[src/rtl/whack_game_core.sv]
// Whack-a-mole game engine: LFSR mole placement, guess scoring, per-mole timeout, lives and game FSM.
// Optional build macro WHACK_SPEEDUP_EN: timeout shrinks by one every 4th hit, down to MIN_TIMEOUT.
module whack_game_core #(
  parameter int          NUM_HOLES   = 8,
  parameter int          POS_W       = 3,
  parameter int          SCORE_W     = 8,
  parameter int          LIVES       = 3,
  parameter int          TIMEOUT     = 16,
  parameter int          MIN_TIMEOUT = 4,
  parameter logic [15:0] LFSR_SEED   = 16'hACE1
) (
  input  logic                 clk,
  input  logic                 rst_n,
  input  logic                 tick,
  input  logic                 start,
  input  logic [POS_W-1:0]     user_guess,
  input  logic                 eval_now,
  output logic [POS_W-1:0]     mole_pos,
  output logic                 mole_change,
  output logic                 guess_correct,
  output logic                 guess_wrong,
  output logic                 missed,
  output logic [SCORE_W-1:0]   score,
  output logic [3:0]           lives,
  output logic                 game_over,
  output logic [NUM_HOLES-1:0] led
);

  // Timer wide enough for whichever of the two timeout limits is larger.
  localparam int TMR_W = $clog2(((TIMEOUT > MIN_TIMEOUT) ? TIMEOUT : MIN_TIMEOUT) + 1);
  localparam logic [POS_W:0]     HOLES_EXT = (POS_W+1)'(NUM_HOLES);
  localparam logic [TMR_W-1:0]   TIMEOUT_V = TMR_W'(TIMEOUT);
  localparam logic [3:0]         LIVES_V   = 4'(LIVES);
  localparam logic [SCORE_W-1:0] SCORE_MAX = '1;

  typedef enum logic [1:0] {
    S_IDLE = 2'd0,
    S_PLAY = 2'd1,
    S_OVER = 2'd2
  } state_t;

  state_t             state, state_next;
  logic [15:0]        lfsr;
  logic [TMR_W-1:0]   timer, timer_next, cur_timeout;
  logic [POS_W-1:0]   mole_pos_next, wrong_pos, wrong_pos_next;
  logic [POS_W-1:0]   cand, new_pos;
  logic [SCORE_W-1:0] score_next;
  logic [3:0]         lives_next;
  logic               change_next, correct_next, wrong_next, missed_next;
  logic               enter_play, hit_evt;

  function automatic logic [POS_W-1:0] wrap_pos(input logic [POS_W:0] v);
    logic [POS_W:0] r;
    r = v % HOLES_EXT;
    return r[POS_W-1:0];
  endfunction

  // Candidate from the LFSR; bump by one if it lands on the current hole so the mole always moves.
  always_comb begin
    cand    = wrap_pos({1'b0, lfsr[POS_W-1:0]});
    new_pos = (cand == mole_pos) ? wrap_pos({1'b0, mole_pos} + 1'b1) : cand;
  end

`ifdef WHACK_SPEEDUP_EN
  localparam logic [TMR_W-1:0] MIN_V = TMR_W'(MIN_TIMEOUT);
  logic [1:0] hit_cnt;

  always_ff @(posedge clk or negedge rst_n) begin
    if (!rst_n) begin
      hit_cnt     <= 2'd0;
      cur_timeout <= TIMEOUT_V;
    end else if (enter_play) begin
      hit_cnt     <= 2'd0;
      cur_timeout <= TIMEOUT_V;
    end else if (hit_evt) begin
      hit_cnt <= hit_cnt + 2'd1;
      if (hit_cnt == 2'd3 && cur_timeout > MIN_V)
        cur_timeout <= cur_timeout - 1'b1;
    end
  end
`else
  assign cur_timeout = TIMEOUT_V;
`endif

  always_comb begin
    state_next     = state;
    mole_pos_next  = mole_pos;
    score_next     = score;
    lives_next     = lives;
    timer_next     = timer;
    wrong_pos_next = wrong_pos;
    change_next    = 1'b0;
    correct_next   = 1'b0;
    wrong_next     = 1'b0;
    missed_next    = 1'b0;
    enter_play     = 1'b0;
    hit_evt        = 1'b0;
    case (state)
      S_IDLE, S_OVER: begin
        if (start) begin
          enter_play    = 1'b1;
          state_next    = S_PLAY;
          score_next    = '0;
          lives_next    = LIVES_V;
          timer_next    = '0;
          mole_pos_next = new_pos;
          change_next   = 1'b1;
        end
      end
      S_PLAY: begin
        // An evaluation in the same cycle as a timeout tick takes priority and swallows the tick.
        if (eval_now) begin
          if (user_guess == mole_pos) begin
            hit_evt       = 1'b1;
            correct_next  = 1'b1;
            score_next    = (score == SCORE_MAX) ? score : score + 1'b1;
            mole_pos_next = new_pos;
            change_next   = 1'b1;
            timer_next    = '0;
          end else begin
            wrong_next     = 1'b1;
            wrong_pos_next = user_guess;
            lives_next     = lives - 1'b1;
            if (lives == 4'd1)
              state_next = S_OVER;
          end
        end else if (tick) begin
          if (timer == cur_timeout - 1'b1) begin
            missed_next = 1'b1;
            lives_next  = lives - 1'b1;
            timer_next  = '0;
            if (lives == 4'd1) begin
              state_next = S_OVER;
            end else begin
              mole_pos_next = new_pos;
              change_next   = 1'b1;
            end
          end else begin
            timer_next = timer + 1'b1;
          end
        end
      end
      default: state_next = S_IDLE;
    endcase
  end

  always_ff @(posedge clk or negedge rst_n) begin
    if (!rst_n) begin
      state         <= S_IDLE;
      lfsr          <= LFSR_SEED;
      mole_pos      <= '0;
      score         <= '0;
      lives         <= LIVES_V;
      timer         <= '0;
      wrong_pos     <= '0;
      mole_change   <= 1'b0;
      guess_correct <= 1'b0;
      guess_wrong   <= 1'b0;
      missed        <= 1'b0;
    end else begin
      state         <= state_next;
      lfsr          <= {lfsr[14:0], lfsr[15] ^ lfsr[13] ^ lfsr[12] ^ lfsr[10]};
      mole_pos      <= mole_pos_next;
      score         <= score_next;
      lives         <= lives_next;
      timer         <= timer_next;
      wrong_pos     <= wrong_pos_next;
      mole_change   <= change_next;
      guess_correct <= correct_next;
      guess_wrong   <= wrong_next;
      missed        <= missed_next;
    end
  end

  assign game_over = (state == S_OVER);

  // Display: mole lamp, plus the wrongly guessed lamp for the one cycle guess_wrong is up.
  always_comb begin
    led = '0;
    if (state == S_OVER) begin
      led = '1;
    end else if (state == S_PLAY) begin
      for (int i = 0; i < NUM_HOLES; i++)
        led[i] = (mole_pos == POS_W'(i)) || (guess_wrong && wrong_pos == POS_W'(i));
    end
  end

endmodule
[config.mk]
export PLATFORM = sky130hd
export DESIGN_NAME = whack_game_core
export DESIGN_NICKNAME = d
export VERILOG_FILES = /design/src/rtl/whack_game_core.sv
export SDC_FILE = /design/constraint.sdc
export NUM_CORES = 1
export LEC_CHECK = 0
export CAP_MARGIN = 30
export CORE_ASPECT_RATIO = 0.6
export CORE_MARGIN = 10
export CORE_UTILIZATION = 45
export CTS_CLUSTER_DIAMETER = 100
export DETAILED_ROUTE_END_ITERATION = 10
export GPL_ROUTABILITY_DRIVEN = 0
export GPL_TIMING_DRIVEN = 0
export PLACE_DENSITY = 0.72
export REMOVE_ABC_BUFFERS = 1
export SLEW_MARGIN = 20
export SYNTH_ARGS = -nofsm -noshare
export SYNTH_HDL_FRONTEND = slang
export SYNTH_SLANG_ARGS = --single-unit
[constraint.sdc]
create_clock -name clk -period 4.8 [get_ports clk]
set_clock_uncertainty 0.15 [all_clocks]
set_input_delay 0.48 -clock clk [delete_from_list [all_inputs] [get_ports clk]]
set_output_delay 0.48 -clock clk [all_outputs]
set_load 0.01 [all_outputs]
# Word level (Yosys, flattened, before mapping)
# Cells that the tools add are included.
# word_totals
word_cells	126
out_inout_bits	28
reg_bits	45
# op_classes
eq_ne	30
bitwise	4
n_addsub	4
reduce_logical	27
muxes	50
# op_table
operator	count
2-to-1 mux 8 bit	6
2-to-1 mux 5 bit	5
== test 3 bit, second input constant	8
2-to-1 mux 3 bit	7
2-to-1 mux 4 bit	5
one-hot mux 8 bit (2 select lines)	1
2-to-1 mux 1 bit	15
!= test 3 bit, second input constant	5
== test 3 x 2 -> 1 bit, second input constant	4
2-to-1 mux 2 bit	6
one-hot mux 5 bit (2 select lines)	1
AND reduction 5 bit	2
adder 8 x 1 -> 8 bit, second input constant	1
== test 8 bit, second input constant	1
logical AND 1 bit	8
logical OR 1 bit	8
!= test 2 bit, second input constant	4
one-hot mux 4 bit (2 select lines)	1
AND reduction 4 bit	2
== test 3 x 1 -> 1 bit, second input constant	2
== test 3 bit	2
logical NOT 3 bit	2
one-hot mux 3 bit (2 select lines)	1
AND reduction 6 bit	1
other kinds (15)	17

# Longest topological paths before layout
# Gate-level depths: netlist of run 1.
# logic_depth
word_depth	7
ltp_mapped	7
mapped_depth_nobuf	6

# Least setup slack after synthesis of run 1
# OpenSTA, ideal clock, no wires.
# synth_path
path_type	register to register
startpoint	register mole_pos[2]
endpoint	register score[5]
synth_period_minus_slack_ns	2.012
required_ns	4.525
path_buffers	2
path_slack_ns	2.788
stages_incl_launch_ff	7
setup_time_ns	0.125
t_arrival_ns	1.737
cell_sequence	dfrtp_1 -> buf_6 -> xor2_1 -> or4_4 -> buf_6 -> a221oi_1 -> o21bai_1
# synth_via
elab_chain_len	3
# synth_lines
item	line	text
from (decl)	18	output logic [POS_W-1:0] mole_pos,
from (signal assigned)	163	mole_pos <= mole_pos_next;
== test 3 bit	113	if (user_guess == mole_pos) begin
!= test 2 bit (no line)	-	
AND reduction 5 bit (no line)	-	
to (signal assigned)	164	score <= score_next;
to (decl)	23	output logic [SCORE_W-1:0] score,
# Every way passes these cells.
# A chain may end at the register's enable or synchronous reset.

# Final worst setup path of run 1
# layout_path
startpoint	register state[1]
endpoint	output port led[2]
# layout_via
elab_chain_len	3
word_cells_on_any_way	4
classes_between	eq/ne (2); mux (2)
# layout_lines
item	line	text
from (decl)	42	state_t state, state_next;
from (signal assigned)	161	state <= state_next;
== test 2 x 1 -> 1 bit	182	end else if (state == S_PLAY) begin
2-to-1 mux 8 bit	182	
2-to-1 mux 8 bit (*)	180	if (state == S_OVER) begin
to (decl)	26	output logic [NUM_HOLES-1:0] led
# Mark *: on every way between the ends. The rest lies on a longest branch, timed or not.

==> run summary, run 1 <==
The flow ran to the end, and the final reports show no timing, DRC or antenna violations. The final-stage net count came out at around 280. The total number of vias is between 1.5k and 2k. Broken down by cell family, the worst path's largest delay share belongs to buffers and inverters.

The number of warnings printed during yosys synthesis came out at 0. The detailed-router iteration count before antenna repair is 4. The netlist uses 50 different library cells.

The CTS clock-pin slew for the worst setup and hold paths came out at roughly 0.09 ns. Data on the critical path arrives at its endpoint at 2.16 ns. The tightest hold path in the finished design has a slack of 0.205 ns. The via count of the first global-routing pass was approximately 1.8k.

The number of rows created at floorplan is 20. The die is 113 um wide. Entering global routing, the biggest net connects 34 pins. Data on the critical path is required at its endpoint by 4.17 ns. In the global route stage, overall resource usage came out at 0.126. The commonest non-fill, non-tap cell in the layout is sky130_fd_sc_hd__dfrtp_1.

The worst hold path belongs to the class flip-flop to flip-flop. The register area share after synthesis is 0.484. After routing, the total negative slack on setup checks comes to 0 ns.

The core region is around 0.0051 mm2. The library cells used most frequently in the layout, excluding fill and tap cells, are sky130_fd_sc_hd__dfrtp_1 (35), sky130_fd_sc_hd__clkdlybuf4s50_1 (34), sky130_fd_sc_hd__o21ai_0 (19). Headroom to the max-slew limit came out at 0.381. In this run the number of H-tree levels came out at 2.

In this run the static leakage power is ~1.2 nW. The pin slew with the least headroom to its limit came out at 0.927 ns. The highest net fanout along the worst path came out at 20.

The layout overhead on the synthesized area came out at 21.3%. In this run the clock root is driven by a sky130_fd_sc_hd__clkbuf_8. For this design the ratio of total power to cell area is 551 mW/mm2. The number of standard cells after synthesis is 223. The floorplan step set the die height to ~76 um.

In this run the remaining antenna-violating nets after routing total 0. A synthesized cell averages about 11 um2. Dividing the final minimum period by the clock period gives 0.582. The worst setup path is launched from a flip-flop. The detail-routed net length per standard cell came out at roughly 16 um. The HPWL after detailed placement is about 3800 um. The total count of hold-check failures in the final report came to 0.

The post-synth design cell area came out at 0.00235 mm2. The setup fix buffers added after clock tree synthesis is 0. In the routed design, unresolved DRC markers number 0. The top flip-flop cell by instance count after synthesis is sky130_fd_sc_hd__dfrtp_1. The first-pass GRT wire length is approximately 9000 um. The element type at the critical path end is an output pin. The signal on the critical path passes through nand2b_1, o21ai_0, clkdlybuf4s50_1.

The number of max-cap violations came out at 0. The synthesized design contains between 40 and 50 register bits. The class of the most critical setup path is flip-flop to output pin. The die area is roughly 0.0086 mm2. The highest clock frequency the design can meet came out at around 0.36 GHz. Of the cells placed in the final design, the portion with a size suffix greater than 1 is 0.104.

TritonCTS built the clock tree. The number of enable flip-flop cells after synthesis came out at 0. The detailed router finished its first iteration with around 150 violations. Input and output buffers added on the ports amount to 35. Setup repair after global routing left no endpoint under its margin. In this design, the stage delay of the slowest critical-path cell is 0.59 ns. The starting density of the core came out at 0.465. The remaining global-route overflow is 0. The deepest clock path buffer count came out at 2.

The max-slew violation total from the final report came out at 0. The count of buffer and inverter cells on the critical path is 1. The total length of routed wires came out at around 5200 um. The peak ir drop on the vdd network is between 0.0002 and 0.0003 V.

The number of placed I/O pins came out at 36. For the finished layout, the period the worst path requires is approximately 2.8 ns. The CTS buffer count came out at 5.

Setup violations remaining at the end of the flow were counted as 0. The later pin in the worst-skew pair is clocked with a latency of 0.30 ns. The count of inserted antenna diode cells came out at 0. The average vias per placed instance came out at 5.57. The share of synthesized registers carrying an async set or reset is 1.00. The slowest stage of the critical path is the sky130_fd_sc_hd__clkdlybuf4s50_1 cell. The number of antenna violations at the first check in global routing came out at 0.

The clock drives 45 sinks.
[cells by family after synthesis]
family / share of synthesized area
compound gates: 0.206
xor+xnor: 0.0447
fa+ha+maj: 0.0532
buf+inv: 0.0436
flops: 0.484
mux: 0.0399
simple gates: 0.128
[report_power, final]
part	switching (W)	internal [W]	leakage (nW)
combinational	0.000367	0.000355	0.618
clock	0.000140	0.000105	0.0447
sequential	0.000128	0.000475	0.558
[Yosys cell counts, drive strengths merged (4+ instances only)]
cell type | instances | area (um2)
a21oi | 9 | 45.0
nand2b | 6 | 37.5
xor2 | 7 | 61.3
a21boi | 4 | 30.0
nor2b | 6 | 37.5
dfrtp | 35 | 876
clkbuf | 6 | 22.5
o21ai | 19 | 95.1
xnor2 | 5 | 43.8
nor2 | 8 | 30.0
inv | 14 | 52.6
o31ai | 6 | 45.0
nand2 | 10 | 37.5
mux2i | 6 | 60.1
ha | 10 | 125
a31oi | 4 | 31.3
dfstp | 10 | 263
nand3 | 6 | 30.0
[sequential cells by signal, summed over array words and instances (netlist names)]
| register | cells |
|---|---|
| lfsr | 16 |
| guess_correct | 1 |
| state | 2 |
| score | 8 |
| mole_change | 1 |
| guess_wrong | 1 |
| missed | 1 |
| mole_pos | 3 |
| timer | 5 |
| lives | 4 |
| wrong_pos | 3 |
[through the flow]
stage               total power [W]  utilization  instance area (um2)  worst slack (ns)  cells
global placement            0.00132        0.541                 2730              1.95    315
detailed placement          0.00133        0.544                 2750              2.14    316
floorplan                   0.00101            -                 2300              2.88    214
finish                      0.00157        0.564                 2850              2.01    325
global route                0.00170        0.564                 2850              1.88    325
CTS                         0.00158        0.564                 2850              1.99    325
[worst reg2reg max path, delay by kind of cell (launching register included)]
family | cells | cell delay [ns]
compound gates | 3 | 1.18
xor+xnor | 1 | 0.25
flops | 1 | 0.54
[path summary, 6_finish.rpt]
path                                  start        to  slack, ns  cells past startpoint
worst max-delay path               state[1]    led[2]       2.01                      3
worst min-delay path                lfsr[8]   lfsr[9]       0.20                      0
worst max register to register  mole_pos[2]  state[1]       2.57                      4
worst min register to register      lfsr[8]   lfsr[9]       0.20                      0
max in group asynchronous             rst_n  lives[0]       3.52                      3
min in group asynchronous             rst_n   lfsr[9]       0.44                      2
[timing repair]
item,4_1_cts,5_1_grt
endpoints found under the hold margin,10,0
hold buffers,1,0
resized for setup,0,0
endpoints found under the setup margin,0,0
[layout make-up]
cell class	count	area, um2
Clock buffer	5	68.8
Clock inverter	3	25.0
Fill cell	444	2200
Inverter	14	52.6
Multi-Input combinational cell	155	1110
Sequential cell	45	1140
Tap cell	66	82.6
Timing Repair Buffer	37	375
[routing by layer]
layer,vias up,global-route usage,share of wire
li1,879,-,-
met1,850,0.179,0.50
met2,73,0.171,0.40
met3,8,0.0495,0.093
met4,0,0.0341,0.012
met5,-,0,0
Note: power is estimated with default switching activity, not from simulation.
==> run 2, diff against run 1 <==
--- a/config.mk
+++ b/config.mk
@@ -13,7 +13,7 @@
 export DETAILED_ROUTE_END_ITERATION = 10
 export GPL_ROUTABILITY_DRIVEN = 0
 export GPL_TIMING_DRIVEN = 0
-export PLACE_DENSITY = 0.72
+export PLACE_DENSITY = 0.75
 export REMOVE_ABC_BUFFERS = 1
 export SLEW_MARGIN = 20
 export SYNTH_ARGS = -nofsm -noshare
==> constraint.sdc (replaced) <==
create_clock -name clk -period 2.4 [get_ports clk]
set_clock_uncertainty 0.15 [all_clocks]
set_input_delay 0.24 -clock clk [delete_from_list [all_inputs] [get_ports clk]]
set_output_delay 0.24 -clock clk [all_outputs]
set_load 0.01 [all_outputs]
==> run summary, run 2 (synthesis results as in run 1) <==
For flop-to-flop paths, the worst setup slack is between 0.2 and 0.25 ns. The pin slew with the least headroom to its limit is around 0.94 ns. The worst register-to-register path ends at lives[2].

The number of buffers and inverters on the critical path is 2. The number of antenna violations at the first check in global routing is 0. The worst hold slack came out at approximately 0.20 ns.

The worst path in the final design needs a cycle of 2.28 ns, including I/O delays and setup. Measured in cells, the most critical reg-to-reg path has a length of 4. The path class of the tightest hold or removal check is primary input to asynchronous set/reset pin. Clock-pin slew was measured on the worst setup and hold paths at 0.10 ns.

The startpoint identified for the worst register-to-register timing path is state[0]. The area growth from synthesis to layout is 22.2%. The critical path goes through inv_1, ha_1, a32oi_1, o21ai_0, clkdlybuf4s50_1. The post-placement worst setup slack came out at roughly 0.043 ns.

The final cell area excluding filler cells is 0.00287 mm2. Of all nets on the critical path, the largest fanout is 8. The largest registers in the layout are lfsr x16, score x8, timer x5. In this run the clock root is driven by a sky130_fd_sc_hd__clkbuf_8.

The headroom to the max-slew limit came out at 0.371. The first-pass GRT wire length is roughly 8900 um. The starting density of the core is 0.465. The register with the most flip-flops in the final layout is lfsr. The share of total power dissipated in sequential elements is 0.383. The overall fraction of global-route tracks in use came out at 0.124. The die area came out at approximately 0.0086 mm2. The number of placed I/O pins is 36.

The number of flip-flops under the largest register name is 16. The largest individual stage delay along the critical path comes from the cell sky130_fd_sc_hd__clkdlybuf4s50_1. The total design power came out at about 0.0032 W. The highest clock frequency the design can meet came out at approximately 0.44 GHz. Leaving out fill and tap cells, the most frequent cell in the layout is sky130_fd_sc_hd__dfrtp_1. The worst setup path is captured at an output pin. The number of cells in the finished layout apart from fillers came out at ~330. The later-pin clock latency in the skew report came out at slightly above 0.3 ns. The deepest clock path buffer count is 2. The average vias per placed instance is between 5 and 6. The via count of the first global-routing pass was ~1.8k. The count of buffers added on input and output ports is 35.

The detailed router finished its first iteration with 112 violations. The floorplan step set the die width to around 110 um. The maximum number of pins on one net before global-route repair is 34. The CTS buffer count is 5. The count of endpoints failing setup in the final report came out at 0. In this run the remaining antenna-violating nets after routing total 0.

The total area inside the core boundary comes to ~0.0051 mm2. The total count of hold-check failures in the final report came out at 0. Of the total power, the clock network draws 0.166. The half-perimeter wire length after detailed placement came out at approximately 3800 um.

The y dimension of the die is about 76 um. The share of post-route cells with drive strength above 1 is 0.120. The clock net in this run drives a total of 45 sinks. The max-slew violation total from the final report is 0.

The total length of routed wires is around 5300 um. The logic depth of the worst setup path including buffers is 5. The switching power share of the total is 0.408. The total net switching power is around 0.0013 W.

The portion of the clock cycle consumed by the worst path in the final layout came out at 0.951. The TritonCTS clock tree is built. The first TritonRoute pass finished after 4 iterations. Max-cap violations in this run came to 0. Across the VDD grid, the largest voltage drop is approximately 0.00044 V.

The leakage power summed over all cells is between 1 and 1.5 nW. The required time at the endpoint of the critical path came out at roughly 2.0 ns. The internal power of the cells is ~0.0019 W. The count of inserted antenna diode cells came out at 0. Global routing finished with a remaining overflow of 0. The total number of vias came out at approximately 1.8k. The power per unit of standard cell area is 1100 mW/mm2. The number of rows created at floorplan is 20. The arrival time reported for the critical path endpoint is 1.89 ns. Tracing the worst setup path back leads to its startpoint at mole_pos[0]. The total placed cells including tap cells came out at 316. Among cell families on the critical path, the largest total delay comes from buffers and inverters.

The critical path in this run is classified as flip-flop to output pin. Setup repair after global routing left no endpoint under its margin. The share of total power dissipated in combinational logic is 0.451.

The library cells used most frequently in the layout, excluding fill and tap cells, are sky130_fd_sc_hd__dfrtp_1 (32), sky130_fd_sc_hd__clkdlybuf4s50_1 (27), sky130_fd_sc_hd__o21ai_0 (19). The nature of the critical path startpoint is a flip-flop. The detail-routed net length per standard cell is approximately 16 um. The worst-case setup margin in the final layout came out at 0.117 ns. The largest stage delay on the critical path is ~0.57 ns. The total cell area at the placement stage is ~0.0027 mm2.

The final routed DRC violation total came out at 0. The maximum level of the CTS H-tree is 2. Fill cells in the final layout number between 400 and 500. The flow ran to the end, and the final reports show no timing, DRC or antenna violations. The final layout contains ~280 nets.
-- run 2: metal layers --
layer / global-route usage / vias to the layer above / routed length, um
met2: 0.173 / 61 / 2210
met3: 0.0574 / 4 / 520
met1: 0.167 / 873 / 2520
li1: - / 883 / -
met5: 0 / - / 0
met4: 0.0341 / 0 / 12
-- run 2: worst max-delay path by stage --
stage	to	slack, ns
2_1_floorplan	score[5]	0.48
3_3_place_gp	timer[1]	-0.22
3_5_place_dp	score[1]	0.04
4_1_cts	led[0]	0.007
5_1_grt	led[6]	0.005
6_report	led[6]	0.12
-- run 2: final cells by class --
class,instances,area (um2),area share
Sequential cell,45,1140,0.397
Multi-Input combinational cell,155,1120,0.389
Timing Repair Buffer,37,382,0.133
Tap cell,66,82.6,0.0287
Clock buffer,5,68.8,0.0239
Inverter,14,52.6,0.0183
Clock inverter,3,28.8,0.0100
-- run 2: metrics by stage --
step                      utilization  TNS (ns)
final                           0.569         0
after global routing            0.569         0
after CTS                       0.567         0
after detailed placement        0.544         0
after global placement          0.541     -7.44
after floorplan                     -         0
-- run 2: timing repair --
item                                   CTS  global route
endpoints found under the hold margin   38             0
hold buffers                             1             0
resized for setup                        8             4
setup buffers                            0             0
gates cloned                             0             0
setup endpoints to repair                8             4
-- run 2: power groups by stage --
stage | logic, W | registers [W] | clock network [W]
after floorplan | 0.000807 | 0.00121 | 0
after global placement | 0.00141 | 0.00121 | 0
after detailed placement | 0.00145 | 0.00122 | 0
after CTS | 0.00146 | 0.00121 | 0.000542
after global routing | 0.00159 | 0.00125 | 0.000573
final | 0.00143 | 0.00121 | 0.000523
-- run 2: worst register-to-register path, cell delays in order (launching register included) --
cell	delay (ns)
sky130_fd_sc_hd__dfrtp_1	0.44
sky130_fd_sc_hd__nor2b_1	0.78
sky130_fd_sc_hd__o21ai_0	0.33
sky130_fd_sc_hd__a211o_1	0.31
sky130_fd_sc_hd__o211ai_1	0.08
